==> src/rtl/divider_8_by_4_bit.sv <==
// Sequential restoring divider, 8-bit dividend by 4-bit divisor, start/busy/done handshake.
// Define DIVIDER_RADIX4_EN to retire two quotient bits per DIVIDE cycle instead of one.
module divider_8_by_4_bit (
    input  logic       Clock_In,
    input  logic       Reset_In,
    input  logic       Start_In,
    input  logic [7:0] Dividend_In,
    input  logic [3:0] Divisor_In,
    output logic       Busy_Out,
    output logic       Done_Out,
    output logic [7:0] Quotient_Out,
    output logic [3:0] Remainder_Out,
    output logic       Divide_By_Zero_Out
);

`ifdef DIVIDER_RADIX4_EN
    localparam int unsigned STEPS = 2;
`else
    localparam int unsigned STEPS = 1;
`endif
    localparam logic [2:0] LAST_ITER = 3'(8 / STEPS - 1);

    typedef enum logic [1:0] {
        IDLE,
        DIVIDE,
        DONE
    } state_t;

    state_t     state, state_nxt;
    logic [7:0] dvd_sr;
    logic [7:0] quo_sr;
    logic [3:0] dvs;
    logic [4:0] prem;
    logic [2:0] iter;
    logic       dbz_pend;

    logic [7:0] dvd_step;
    logic [7:0] quo_step;
    logic [4:0] prem_step;

    // One or two chained restoring steps per cycle.
    always_comb begin
        dvd_step  = dvd_sr;
        quo_step  = quo_sr;
        prem_step = prem;
        for (int unsigned i = 0; i < STEPS; i++) begin
            prem_step = {prem_step[3:0], dvd_step[7]};
            dvd_step  = {dvd_step[6:0], 1'b0};
            if (prem_step >= {1'b0, dvs}) begin
                prem_step = prem_step - {1'b0, dvs};
                quo_step  = {quo_step[6:0], 1'b1};
            end else begin
                quo_step  = {quo_step[6:0], 1'b0};
            end
        end
    end

    always_comb begin
        state_nxt = state;
        case (state)
            IDLE:    if (Start_In) state_nxt = DIVIDE;
            DIVIDE:  if (dbz_pend || iter == LAST_ITER) state_nxt = DONE;
            DONE:    state_nxt = IDLE;
            default: state_nxt = IDLE;
        endcase
    end

    assign Busy_Out = (state != IDLE);
    assign Done_Out = (state == DONE);

    // A zero divisor spends one DIVIDE cycle so its results land one edge after accept.
    always_ff @(posedge Clock_In) begin
        if (Reset_In) begin
            state              <= IDLE;
            dvd_sr             <= '0;
            quo_sr             <= '0;
            dvs                <= '0;
            prem               <= '0;
            iter               <= '0;
            dbz_pend           <= 1'b0;
            Quotient_Out       <= '0;
            Remainder_Out      <= '0;
            Divide_By_Zero_Out <= 1'b0;
        end else begin
            state <= state_nxt;
            case (state)
                IDLE: begin
                    if (Start_In) begin
                        dvd_sr   <= Dividend_In;
                        dvs      <= Divisor_In;
                        quo_sr   <= '0;
                        prem     <= '0;
                        iter     <= '0;
                        dbz_pend <= (Divisor_In == 4'd0);
                    end
                end
                DIVIDE: begin
                    if (dbz_pend) begin
                        dbz_pend           <= 1'b0;
                        Quotient_Out       <= '1;
                        Remainder_Out      <= '0;
                        Divide_By_Zero_Out <= 1'b1;
                    end else begin
                        dvd_sr <= dvd_step;
                        quo_sr <= quo_step;
                        prem   <= prem_step;
                        iter   <= iter + 3'd1;
                        if (iter == LAST_ITER) begin
                            Quotient_Out       <= quo_step;
                            Remainder_Out      <= prem_step[3:0];
                            Divide_By_Zero_Out <= 1'b0;
                        end
                    end
                end
                default: ;
            endcase
        end
    end

endmodule
==> config.mk <==
export PLATFORM = sky130hd
export DESIGN_NAME = divider_8_by_4_bit
export DESIGN_NICKNAME = d
export VERILOG_FILES = /design/src/rtl/divider_8_by_4_bit.sv
export SDC_FILE = /design/constraint.sdc
export NUM_CORES = 1
export LEC_CHECK = 0
export BUFFER_PORTS_ARGS = -buffer_cell sky130_fd_sc_hd__buf_2
export CORE_MARGIN = 8
export CORE_UTILIZATION = 45
export CTS_BUF_LIST = sky130_fd_sc_hd__clkbuf_2 sky130_fd_sc_hd__clkbuf_4 sky130_fd_sc_hd__clkbuf_8
export DETAILED_ROUTE_END_ITERATION = 7
export GPL_TIMING_DRIVEN = 0
export PLACE_DENSITY = 0.66
export SLEW_MARGIN = 25
export SYNTH_ARGS = -nofsm -noshare
export SYNTH_HDL_FRONTEND = slang
export SYNTH_SLANG_ARGS = --single-unit
==> constraint.sdc <==
create_clock -name Clock_In -period 3.4 [get_ports Clock_In]
set_input_delay 0.68 -clock Clock_In [delete_from_list [all_inputs] [get_ports Clock_In]]
set_output_delay 0.68 -clock Clock_In [all_outputs]
set_load 0.01 [all_outputs]
Word level (Yosys, flattened, before mapping)
Cells that the tools add are included.
{"block": "op_classes", "n_mux": 25, "eq_ne": 6, "addsub": 2, "reduce_logical": 11, "magnitude_cmp": 1}
{"cell": "$mux W8", "count": 4}
{"cell": "$mux W4", "count": 5}
{"cell": "$pmux W8 S2", "count": 1}
{"cell": "$mux W7", "count": 2}
{"cell": "$pmux W7 S2", "count": 1}
{"cell": "$pmux W4 S2", "count": 1}
{"cell": "$reduce_and A2 Y1", "count": 4}
{"cell": "$mux W3", "count": 2}
{"cell": "$ne A2 B2 Y1 const B", "count": 3}
{"cell": "$pmux W3 S2", "count": 1}
{"cell": "$reduce_bool A2 Y1", "count": 3}
{"cell": "$ge A5 B4 Y1", "count": 1}
{"cell": "$logic_not A4 Y1", "count": 1}
{"cell": "$mux W1", "count": 4}
{"cell": "$mux W2", "count": 2}
{"cell": "$pmux W2 S2", "count": 1}
{"cell": "$sub A4 B4 Y4", "count": 1}
{"cell": "$add A3 B1 Y3 const B", "count": 1}
{"cell": "$eq A3 B3 Y1 const B", "count": 1}
{"cell": "$reduce_and A3 Y1", "count": 1}
{"cell": "$eq A2 B1 Y1 const B", "count": 1}
{"cell": "$eq A2 B2 Y1 const B", "count": 1}
{"cell": "$logic_not A2 Y1", "count": 1}
{"cell": "$pmux W1 S2", "count": 1}
{"cell": "$logic_or A1 B1 Y1", "count": 1}
{"block": "totals", "inputBits": 15, "elab_cells": 55, "output_inout_bits": 15, "regBits": 42}

Logic depth before layout (Yosys ltp)
{"block": "depth", "ltp_word": 4, "mapped_depth": 7, "mapped_depth_nobuf": 7}

Least setup slack after synthesis
No wires, ideal clock.
{"block": "synth_path", "path_kind": "register -> register", "start": "register dvs[2]", "end": "register Remainder_Out[0]", "path_buffers": 0, "arrival_ps": 1525, "path_slack_ps": 1758, "synth_period_minus_slack_ps": 1642, "path_stages_with_launch": 7, "setup_time_ps": 117, "required_ps": 3283, "path_cell_list": "dfxtp_1 inv_1 ha_1 or2_2 a21oi_2 o21ai_0 a32o_1"}
{"block": "synth_between", "elab_chain_cells": 4}
{"element": "start: declaration", "line": "32", "source": "logic [3:0] dvs;"}
{"element": "start signal: assignment", "line": "90", "source": "dvs <= Divisor_In;"}
{"element": "$ge A5 B4 Y1", "line": "49", "source": "if (prem_step >= {1'b0, dvs}) begin"}
{"element": "$mux W4", "line": "49"}
{"element": "$mux W4", "line": "108", "source": "if (iter == LAST_ITER) begin"}
{"element": "$mux W4", "line": "98", "source": "if (dbz_pend) begin"}
{"element": "end signal: assignment", "line": "110", "source": "Remainder_Out <= prem_step[3:0];"}
{"element": "end: declaration", "line": "12", "source": "output logic [3:0] Remainder_Out,"}
Every way passes these cells. The select of a mux whose other input is x is not followed.
A chain may end at the register's enable or synchronous reset.

Final worst setup path
{"block": "layout_path", "start": "register state[1]", "end": "output port Done_Out"}
{"block": "layout_between", "elab_chain_cells": 1}
{"element": "start: declaration", "line": "29", "source": "state_t state, state_nxt;"}
{"element": "start signal: assignment", "line": "85", "source": "state <= state_nxt;"}
{"element": "$eq A2 B2 Y1", "line": "69", "source": "assign Done_Out = (state == DONE);"}
{"element": "end: declaration", "line": "10", "source": "output logic Done_Out,"}
Every way passes these cells.

==> flow_summary.json <==
{
  "cp_max_fo": 8,
  "post_cts_resized": 0,
  "track_usage_pct": 13.2,
  "yosysMostFrequentCell": "dfxtp_1",
  "endpoint_kind": "output pin",
  "start_kind": "flip-flop",
  "ios": 30,
  "powerDensity_nw_per_um2": 467,
  "grt_max_degree": 15,
  "ys_async_sr_fraction_pct": 0,
  "synth.area.top_cells": "dfxtp_1 41%, nor2_1 6.3%, a311oi_2 5.2%, a22oi_1 3.7%, ha_1 3.7%",
  "cp.arrival_ps": 1220,
  "finalHoldViolCount": 0,
  "ys_top_cells_by_count": "42 x dfxtp_1, 34 x nor2_1, 20 x nand2_1",
  "post-route-period-util_pct": 56.0,
  "ys_seq_area_share_pct": 41.4,
  "via_count": 1733,
  "syn_inst": 226,
  "clock_skew_ps": 7.28,
  "irDropWorstVdd_mv": 0.253,
  "maxCapViolCount": 0,
  "drt_wl_total_um": 4610,
  "cts_buffers": 5,
  "slew_headroom_pct": 59.1,
  "synth_top_cell_by_area": "dfxtp_1",
  "drtPass1Iterations": 4,
  "regToRegStartpoint": "dvs[2]$_SDFFE_PP0P_",
  "p_leak_nw": 0.956,
  "ant_nets": 0,
  "clockBufferDepth": 2,
  "drc": 0,
  "path_class": "reg2out",
  "io_buffers": 28,
  "ys_ff_latch": 42,
  "finalSetupTns_ps": 0,
  "power_mw": 1.09,
  "cts_tree": "done",
  "worstHoldPathType": "reg2reg",
  "postCtsSetupBuffers": 0,
  "min-delay-start": "Remainder_Out[2]$_SDFFE_PP0P_",
  "grt_pass1_vias": 1691,
  "drt-vias-per-instance": 5.52,
  "antenna-diode-count": 0,
  "clk_pin_slew_ps": 90,
  "clkSinkCount": 42,
  "max_freq_mhz": 525,
  "die_h_um": 83.2,
  "grt_pass1_wl_um": 7670,
  "drive_gt1_share_pct": 26.0,
  "synth_warnings": 0,
  "avgSynthCellArea_um2": 8.99,
  "final-setup-viol-count": 0,
  "fin_util_pct": 53.4,
  "clock_latency_ps": 300,
  "maxSlewViolCount": 0,
  "core_area_um2": 4350,
  "routedWlPerCell_um": 14.7,
  "synth_area_um2": 2030,
  "synth_edf_count": 0,
  "outcome": "finished clean",
  "worstMarginPinSlew_ps": 613,
  "ys_types": 47,
  "cts_hold_buf": 0,
  "die_width_um": 83.2,
  "root_buffer": "clkbuf_8",
  "crit_required_ps": 2720,
  "drtIter0Drc": 126,
  "antenna_found_initial": 0,
  "dp.final_hpwl_um": 3380,
  "synth-main-ff-cell": "dfxtp_1",
  "fin_crit_ps": 1900,
  "cts_htree_levels": 2,
  "syn_to_final_growth_pct": 14.5,
  "syn_nets": 248,
  "yosysTopAreaCellShare_pct": 41.4,
  "rows": 24,
  "grt-ovfl-total": 0,
  "crit_start": "state[1]$_SDFFE_PP0P_",
  "num-nets-final": 283,
  "globalplace.congestion": 0.820,
  "rsz0062_at_grt": "false",
  "start_util_pct": 46.6,
  "dieArea_um2": 6920
}
==> flip-flops by register name, summed over array words and instances, names as in the netlist <==
signal	count
state	2
Divide_By_Zero_Out	1
iter	3
Remainder_Out	4
Quotient_Out	8
prem	4
dbz_pend	1
quo_sr	7
dvs	4
dvd_sr	8
==> where the power goes <==
| group | leakage, nW | internal [mW] | switching (mW) |
|---|---|---|---|
| clock network | 0.0441 | 0.144 | 0.184 |
| registers | 0.342 | 0.514 | 0.0178 |
| logic | 0.570 | 0.0922 | 0.133 |
==> critical path: stages (launching register included) <==
cell and delay [ps]:
dfxtp_1 590, and2b_2 210, buf_2 120
==> path summary, 6_finish.rpt <==
path	endpoint	slack (ps)	depth (start not counted)
max	Done_Out	1500	2
min	Remainder_Out[2]$_SDFFE_PP0P_	470	2
max reg2reg	Remainder_Out[0]$_SDFFE_PP0P_	1620	6
min reg2reg	Remainder_Out[2]$_SDFFE_PP0P_	470	2
==> area by class of cell <==
| cell class | count | area (um2) |
|---|---|---|
| buffer | 12 | 92.6 |
| clock buffer | 5 | 68.8 |
| clock inverter | 3 | 21.3 |
| fill | 412 | 2030 |
| inverter | 9 | 33.8 |
| multi-input combinational | 163 | 1060 |
| sequential | 42 | 841 |
| tap | 52 | 65.1 |
| timing repair buffer | 28 | 140 |
==> cells in the final DEF (no fill, tap or decap), types with 7 or more instances in the layout <==
master and count:
inv_1 9, a22oi_1 10, a311oi_2 7, dfxtp_1 42, buf_2 30, a21oi_1 10
nand2_1 20, nor2_1 34, nor3_1 15
==> per-stage QoR <==
step / std cells / setup WS (ps) / cell area (um2) / hold WS (ps)
final: 314 / 1500 / 2330 / 469
after CTS: 314 / 1490 / 2330 / 468
after detailed placement: 306 / 1590 / 2240 / 453
after global placement: 306 / 1570 / 2240 / 439
after floorplan: 226 / 1760 / 2030 / 465
after global routing: 314 / 1430 / 2330 / 506
==> per-layer routing <==
layer  global-route usage, %  vias to the layer above  wire [um]
met5                       0                        -          0
met4                    6.07                        0         72
met3                    3.61                        8        238
met2                    21.1                       34       2150
met1                    16.0                      817       2150
li1                        -                      874          -
==> cell families after synthesis <==
group | after synthesis | share of synthesized area [%]
flip-flops | 42 | 41.4
AND/OR/NAND/NOR | 101 | 25.6
buffers and inverters | 21 | 6.22
XOR/XNOR | 1 | 0.431
adder cells (fa/ha/maj) | 7 | 4.68
multiplexers | 2 | 0.986
AO/OA/AOI/OAI | 52 | 20.6
Power figures use the tool's default switching activity.
